[config.mk]
export PLATFORM = sky130hd
export DESIGN_NAME = lsu_mem_ctrl
export DESIGN_NICKNAME = d
export VERILOG_FILES = /design/src/rtl/lsu_mem_ctrl.sv
export SDC_FILE = /design/constraint.sdc
export NUM_CORES = 1
export LEC_CHECK = 0
export BUFFER_PORTS_ARGS = -buffer_cell sky130_fd_sc_hd__buf_2
export CORE_MARGIN = 2
export CORE_UTILIZATION = 53
export DETAILED_ROUTE_END_ITERATION = 7
export GPL_ROUTABILITY_DRIVEN = 0
export PLACE_DENSITY = 0.85
export SLEW_MARGIN = 10
export SYNTH_ARGS = -nofsm -noshare
export SYNTH_HDL_FRONTEND = slang
export SYNTH_SLANG_ARGS = --single-unit
export TNS_END_PERCENT = 30
[constraint.sdc]
create_clock -name clk -period 6.4 [get_ports clk]
set_input_delay 0.64 -clock clk [delete_from_list [all_inputs] [get_ports clk]]
set_output_delay 0.64 -clock clk [all_outputs]
set_load 0.01 [all_outputs]
[src/rtl/lsu_mem_ctrl.sv]
// Load/store unit memory controller: one request at a time to a synchronous memory.
// Optional address fault checking is enabled by defining LSU_FAULT_EN.
//
// Ports:
//   clk, rst          clock, asynchronous active-high reset
//   req_*             request handshake (valid/ready) with we/addr/wdata/rd
//   rsp_*             response handshake (valid/ready) with rdata/rd/wb/fault
//   mem_*             synchronous memory port (mem_wen_n is active-low write)
//   ld_cnt, st_cnt    saturating counters of completed non-faulted accesses
module lsu_mem_ctrl #(
    parameter int          DW         = 16,
    parameter int          AW         = 8,
    parameter int unsigned ADDR_LIMIT = 'hEF
) (
    input  logic          clk,
    input  logic          rst,
    input  logic          req_valid,
    output logic          req_ready,
    input  logic          req_we,
    input  logic [AW-1:0] req_addr,
    input  logic [DW-1:0] req_wdata,
    input  logic [3:0]    req_rd,
    output logic          rsp_valid,
    input  logic          rsp_ready,
    output logic [DW-1:0] rsp_rdata,
    output logic [3:0]    rsp_rd,
    output logic          rsp_wb,
    output logic          rsp_fault,
    output logic [AW-1:0] mem_addr,
    output logic [DW-1:0] mem_wdata,
    output logic          mem_wen_n,
    input  logic [DW-1:0] mem_rdata,
    output logic [15:0]   ld_cnt,
    output logic [15:0]   st_cnt
);

    typedef enum logic [1:0] {
        IDLE   = 2'd0,
        ACCESS = 2'd1,
        WAIT   = 2'd2,
        RESP   = 2'd3
    } state_t;

    state_t        state;
    logic          we_q;
    logic [AW-1:0] addr_q;
    logic [DW-1:0] wdata_q;
    logic          accept_fault;

`ifdef LSU_FAULT_EN
    localparam logic [AW-1:0] LIMIT = AW'(ADDR_LIMIT);
    logic fault_q;
    assign accept_fault = (req_addr > LIMIT);
    assign rsp_fault    = fault_q;
`else
    assign accept_fault = 1'b0;
    assign rsp_fault    = 1'b0;
`endif

    // Handshake and write strobe decode straight from the state register,
    // so an asynchronous reset releases them immediately.
    assign req_ready = (state == IDLE);
    assign rsp_valid = (state == RESP);
    assign mem_wen_n = ~((state == ACCESS) && we_q);
    assign mem_addr  = addr_q;
    assign mem_wdata = wdata_q;

    always_ff @(posedge clk or posedge rst) begin
        if (rst) begin
            state     <= IDLE;
            we_q      <= 1'b0;
            addr_q    <= '0;
            wdata_q   <= '0;
            rsp_rd    <= 4'd0;
            rsp_rdata <= '0;
            rsp_wb    <= 1'b0;
            ld_cnt    <= 16'd0;
            st_cnt    <= 16'd0;
`ifdef LSU_FAULT_EN
            fault_q   <= 1'b0;
`endif
        end else begin
            unique case (state)
                IDLE: begin
                    if (req_valid) begin
                        we_q    <= req_we;
                        addr_q  <= req_addr;
                        wdata_q <= req_wdata;
                        rsp_rd  <= req_rd;
`ifdef LSU_FAULT_EN
                        fault_q <= accept_fault;
`endif
                        if (accept_fault) begin
                            // Faulted requests never touch memory.
                            rsp_rdata <= '0;
                            rsp_wb    <= 1'b0;
                            state     <= RESP;
                        end else begin
                            state <= ACCESS;
                        end
                    end
                end
                ACCESS: begin
                    if (we_q) begin
                        rsp_rdata <= '0;
                        rsp_wb    <= 1'b0;
                        state     <= RESP;
                    end else begin
                        state <= WAIT;
                    end
                end
                WAIT: begin
                    rsp_rdata <= mem_rdata;
                    rsp_wb    <= 1'b1;
                    state     <= RESP;
                end
                RESP: begin
                    if (rsp_ready) begin
                        state <= IDLE;
                        if (!rsp_fault) begin
                            if (we_q) begin
                                if (st_cnt != 16'hFFFF)
                                    st_cnt <= st_cnt + 16'd1;
                            end else begin
                                if (ld_cnt != 16'hFFFF)
                                    ld_cnt <= ld_cnt + 16'd1;
                            end
                        end
                    end
                end
                default: state <= IDLE;
            endcase
        end
    end

endmodule

==> flow_summary.ini, run 1 <==
[final_layout]
layout_commonest_cell = buf_2
final_cell_mix = buf_2 (128), dfrtp_1 (80), nand2_1 (44)
insertedDiodeCount = 0
final_layout_size_suffix_gt1_share_pct = 44.6
fillers = 499
final_nets = 490
seqCellArea_um2 = 2000
multi_input_area_um2 = 1470
post-route-util_pct = 69.1
syn_to_final_growth_pct = 25.5
stdcell_area_um2 = 4440

[synthesis]
syn_area_per_cell_um2 = 11.7
synth-simple-area-share_pct = 15.5
synth_compound_area_share_pct = 6.50
yosysUniqueCellTypes = 44
synth-seq-area-share_pct = 56.6
ys_ff_latch = 80
synth.area.top_cells = dfrtp_1 (57%), mux2_2 (11%), nand2_1 (4.7%)
syn_inst = 302
muxShareOfSynthArea_pct = 11.7
yosysTopAreaCellShare_pct = 56.6
synthAdderAreaFrac_pct = 2.47
synth_area_um2 = 3540
synth_top_area_cell = dfrtp_1
syn_nets = 358
ys_warn_count = 0
synth_xor_xnor_area_share_pct = 5.20
synth_top_family_by_area = simple AND/OR/NAND/NOR gates

[clock_tree]
ctsResizeCount = 0
cts_buffers = 9
cts_tree = done
cts_post_setup_buffers_inserted = 0
path_clk_slew_ns = 0.09
clk_path_buf_depth = 2
cts_root_buf = clkbuf_8
clk_latency_ns = 0.35
clock-sinks = 80
htreeDepth = 3
ctsHoldBuffers = 0

[floorplanning]
die_area_um2 = 7350
die_w_um = 85.7
ios = 130
start_util_pct = 55.1
rows = 29
core_area_um2 = 6420
die_h_um = 85.7

[setup_path]
cp-endpoint = mem_addr[1]
cp.required_ns = 6.62
reg2reg_to = mem_addr[1]
r2r_start = state[0]
slowest_stage = nand2_1
cp.arrival_ns = 2.36
reg2reg_slack_ns = 4.26
startpoint_type = register
path_buf_inv = 1
cp_slowest_stage_delay_ns = 0.84
critPathKind = register to register
ff2ff_path_depth = 4
crit_cells = 4
timing.critical_path.from = state[0]
cp_top_family = simple AND/OR/NAND/NOR gates
end_kind = register
cp_cell_sequence = inv_1 > ha_1 > nand2_1 > mux2_2
worstPathMaxFanout = 29

[routing]
wl_per_cell_um = 14.5
via_per_inst = 5.23
drt_iter0_drc = 92
vias = 2697
drt_pass1_iterations = 6
drc_errors = 0
wl_mm = 7.46
ant_nets = 0

[timing]
finalCritPeriodShare_pct = 33.5
slew_headroom_pct = 24.1
tns_ns = 0
fin_worst_skew_ns = 0.0168
finalMaxSlewViolations = 0
setup_viol = 0
hold_violations = 0
fmax_mhz = 467
fin_crit_ns = 2.14
rsz0062_at_grt = no
worst_slew_pin_slew_ns = 1.14

[global_routing]
grt_util_all_layers_pct = 20.9
grt_max_degree = 81
grt_pass1_vias = 2665
grt_pass1_wl_mm = 12.1
grt_antenna_before_repair = 0
grt_overflow = 0

[worst_hold_path]
holdCritPathClass = register to register

[pwr]
cellPowerDensity_nw_per_um2 = 407
irDropWorstVdd_mv = 0.275
power_uw = 1810
p_leak_uw = 0.00230

[place]
dpl.hpwl_mm = 5.42
port_buffers = 128
place_area_um2 = 4260

[run_status]
outcome = completed

[run]
timing.max_cap.violations = 0
-- worst reg2reg max path, delay by kind of cell, from the launching register on --
kind,cells,cell delay (ns)
adders and majority gates,1,0.24
buffers and inverters,1,0.12
DFF,1,0.40
muxes,1,0.43
and+or+nand+nor,1,0.84
-- worst min-delay path by stage --
stage / from / endpoint / slack, ns / depth (start not counted)
2_1_floorplan: rsp_rdata[0] / rsp_rdata[0] / 0.52 / 2
3_3_place_gp: rsp_rdata[6] / rsp_rdata[6] / 0.46 / 2
3_5_place_dp: rsp_rdata[10] / rsp_rdata[10] / 0.47 / 2
4_1_cts: rsp_rdata[10] / rsp_rdata[10] / 0.49 / 2
5_1_grt: req_addr[6] / mem_addr[6] / 0.49 / 2
6_report: rsp_rdata[10] / rsp_rdata[10] / 0.48 / 2
-- Yosys cell counts, drive strengths merged --
master and number:
nand3 11, and4b 2, nor4 5, o21ai 17, conb 1, and3 3
and3b 1, nand4 7, o21a 1, a41oi 1, ha 7, or2 4
nand4b 1, nand2 44, a21oi 11, dfrtp 80, nor3 5, xor2 15
nand3b 1, o21bai 1, a31oi 2, o22ai 1, buf 2, xnor2 6
nor4b 2, nor2 8, inv 8, o21ba 1, nor2b 1, or4b 1
mux2i 2, and4 2, mux2 35, clkbuf 7, a211oi 5, nor3b 1
-- flip-flops by register name, summed over array words and instances, names as in the netlist --
signal / flops
state: 2
rsp_rd: 4
we_q: 1
st_cnt: 16
mem_addr: 8
mem_wdata: 16
ld_cnt: 16
rsp_wb: 1
rsp_rdata: 16
-- routing by layer --
layer / wire, um / track usage [%]
met2: 3760 / 35.1
met5: 0 / 0
met1: 3090 / 25.2
met3: 505 / 6.64
met4: 106 / 7.94
-- power by group --
part | leakage (uW) | total, uW | switching (uW) | internal [uW]
Sequential | 0.00102 | 798 | 117 | 681
Clock | 0.0000872 | 343 | 196 | 147
Combinational | 0.00119 | 665 | 355 | 310
Total | 0.00230 | 1810 | 668 | 1140
-- metrics by stage --
stage	cells	worst slack, ns	hold WS, ns
after CTS	516	4.22	0.485
after global placement	500	4.28	0.459
final	516	4.26	0.478
after floorplan	302	3.71	0.516
after global routing	516	4.04	0.493
after detailed placement	500	4.23	0.465
-- kinds of logic after synthesis --
kind of cell | count (synthesis)
other | 1
and+or+nand+nor | 99
DFF | 80
AOI/OAI and AO/OA | 40
adders and majority gates | 7
buffers and inverters | 17
muxes | 37
xor gates and xnor gates | 21
-- layout make-up --
cell class,instances,share of cell area (%)
Multi-Input combinational cell,205,33.2
Timing Repair Buffer,130,14.8
Inverter,8,0.704
Clock inverter,7,1.32
Sequential cell,80,45.1
Clock buffer,9,2.79
Tap cell,77,2.17
No activity file was read; power rests on OpenSTA's default activity.
==> run 2: changes to the inputs <==
--- a/config.mk
+++ b/config.mk
@@ -7,10 +7,10 @@
 export LEC_CHECK = 0
 export BUFFER_PORTS_ARGS = -buffer_cell sky130_fd_sc_hd__buf_2
 export CORE_MARGIN = 2
-export CORE_UTILIZATION = 53
+export CORE_UTILIZATION = 44
 export DETAILED_ROUTE_END_ITERATION = 7
 export GPL_ROUTABILITY_DRIVEN = 0
-export PLACE_DENSITY = 0.85
+export PLACE_DENSITY = 0.75
 export SLEW_MARGIN = 10
 export SYNTH_ARGS = -nofsm -noshare
 export SYNTH_HDL_FRONTEND = slang
==> constraint.sdc (replaced) <==
create_clock -name clk -period 1.9 [get_ports clk]
set_input_delay 0.19 -clock clk [delete_from_list [all_inputs] [get_ports clk]]
set_output_delay 0.19 -clock clk [all_outputs]
set_load 0.01 [all_outputs]
==> flow_summary.ini, run 2 (synthesis gave the netlist of run 1 again) <==
[setup_path]
cp.required_ns = 2.13
cp_top_family = simple AND/OR/NAND/NOR gates
reg2reg_to = ld_cnt[15]
slowest_stage = nor4_4
cp_cell_sequence = ha_1 > nand3b_1 > nor4_4 > nand4_1 > mux2_2
cp.arrival_ns = 2.03
startpoint_type = register
critPathKind = register to register
cp-endpoint = ld_cnt[15]
end_kind = register
r2r_start = state[0]
timing.critical_path.from = state[0]
path_buf_inv = 0
cp_slowest_stage_delay_ns = 0.40
worstPathMaxFanout = 5
ff2ff_path_depth = 5
crit_cells = 5
reg2reg_slack_ns = 0.09

[pwr]
power_uw = 6420
internal_power_uw = 4220
p_leak_uw = 0.00239
power_frac_clock_pct = 22.0
p_switching_uw = 2200
swShare_pct = 34.2
irDropWorstVdd_mv = 0.764
cellPowerDensity_nw_per_um2 = 1390
pwr-share-comb_pct = 36.6
seqPwrFrac_pct = 41.4

[clock_tree]
htreeDepth = 3
clk_path_buf_depth = 2
cts_tree = done
cts_buffers = 9
clk_latency_ns = 0.35
clock-sinks = 80
path_clk_slew_ns = 0.08
cts_root_buf = clkbuf_8

[final_layout]
fillers = 668
layout_commonest_cell = buf_2
final_layout_size_suffix_gt1_share_pct = 45.8
insertedDiodeCount = 0
final_cell_mix = buf_2 (128), dfrtp_1 (80), nand2_1 (44)
syn_to_final_growth_pct = 31.0
stdcell_area_um2 = 4640
final_nets = 499
post-route-util_pct = 59.7

[global_routing]
grt_pass1_wl_mm = 12.4
grt_max_degree = 81
grt_antenna_before_repair = 0
grt_util_all_layers_pct = 17.7
grt_overflow = 0
grt_pass1_vias = 2746

[timing]
finalMaxSlewViolations = 0
slew_headroom_pct = 66.9
finalCritPeriodShare_pct = 95.2
setup_viol = 0
fin_ws_ns = 0.0920
worst_slew_pin_slew_ns = 0.492
fin_crit_ns = 1.81
hold_violations = 0
rsz0062_at_grt = yes
fmax_mhz = 553
fin_worst_skew_ns = 0.00985

[run_status]
outcome = completed

[floorplanning]
start_util_pct = 45.6
die_area_um2 = 8780
die_h_um = 93.7
die_w_um = 93.7
rows = 32
core_area_um2 = 7770
ios = 130

[routing]
drc_errors = 0
wl_mm = 7.61
vias = 2756
drt_iter0_drc = 103
ant_nets = 0
via_per_inst = 5.01
wl_per_cell_um = 13.8
drt_pass1_iterations = 4

[place]
dpl.hpwl_mm = 5.57
port_buffers = 128
place_area_um2 = 4380
pre_cts_ws_ns = 0.107

[worst_hold_path]
holdCritPathClass = input pin to register

[run]
timing.max_cap.violations = 0
run 2: cell type report:
cell class / count / area [um2] / area share [%]
multi-input combinational: 205 / 1490 / 32.2
sequential: 80 / 2000 / 43.2
clock inverter: 4 / 76.3 / 1.65
inverter: 8 / 33.8 / 0.729
timing repair buffer: 139 / 751 / 16.2
tap: 102 / 128 / 2.75
clock buffer: 12 / 155 / 3.35
run 2: metrics by stage:
stage | std cells | hold WS (ns) | TNS [ns]
6_report | 550 | 0.0712 | 0
3_5_place_dp | 533 | 0.350 | 0
2_1_floorplan | 302 | 0.335 | 0
5_1_grt | 550 | 0.0585 | -0.0181
3_3_place_gp | 533 | 0.341 | 0
4_1_cts | 550 | 0.0547 | 0
run 2: what timing repair did:
item | 4_1_cts | 5_1_grt
setup endpoints to repair | 0 | 3
hold buffers | 1 | 0
hold endpoints to repair | 80 | 0
buffers inserted | 0 | 0
gates resized for setup | 0 | 3
run 2: worst register-to-register path, delay by kind of cell (launching register included):
family | cells | cell delay [ns]
multiplexers | 1 | 0.29
flip-flops | 1 | 0.39
adder cells (fa/ha/maj) | 1 | 0.24
AND/OR/NAND/NOR | 3 | 0.77
run 2: worst min-delay path by stage:
stage | cells past startpoint | from | slack [ns] | to
6_report | 2 | req_wdata[7] | 0.07 | mem_wdata[7]
5_1_grt | 2 | req_wdata[6] | 0.06 | mem_wdata[6]
4_1_cts | 2 | req_wdata[7] | 0.05 | mem_wdata[7]
3_5_place_dp | 3 | rst | 0.35 | mem_addr[6]
3_3_place_gp | 3 | rst | 0.34 | mem_addr[6]
2_1_floorplan | 2 | mem_rdata[0] | 0.33 | rsp_rdata[0]
run 2: routing by layer:
layer	GRT usage [%]	part of all wire, %	routed length, um	vias up
met4	6.88	0.63	48	0
met2	29.4	51	3870	81
li1	-	-	-	1335
met1	22.3	43	3240	1335
met5	0	0	0	-
met3	4.41	5.8	444	5
run 2: power groups by stage:
stage	clock network, uW	logic, uW	registers, uW
floorplan	0	1100	2940
global placement	0	2310	2650
detailed placement	0	2390	2690
CTS	1450	2390	2660
global route	1520	2620	2740
finish	1410	2350	2660
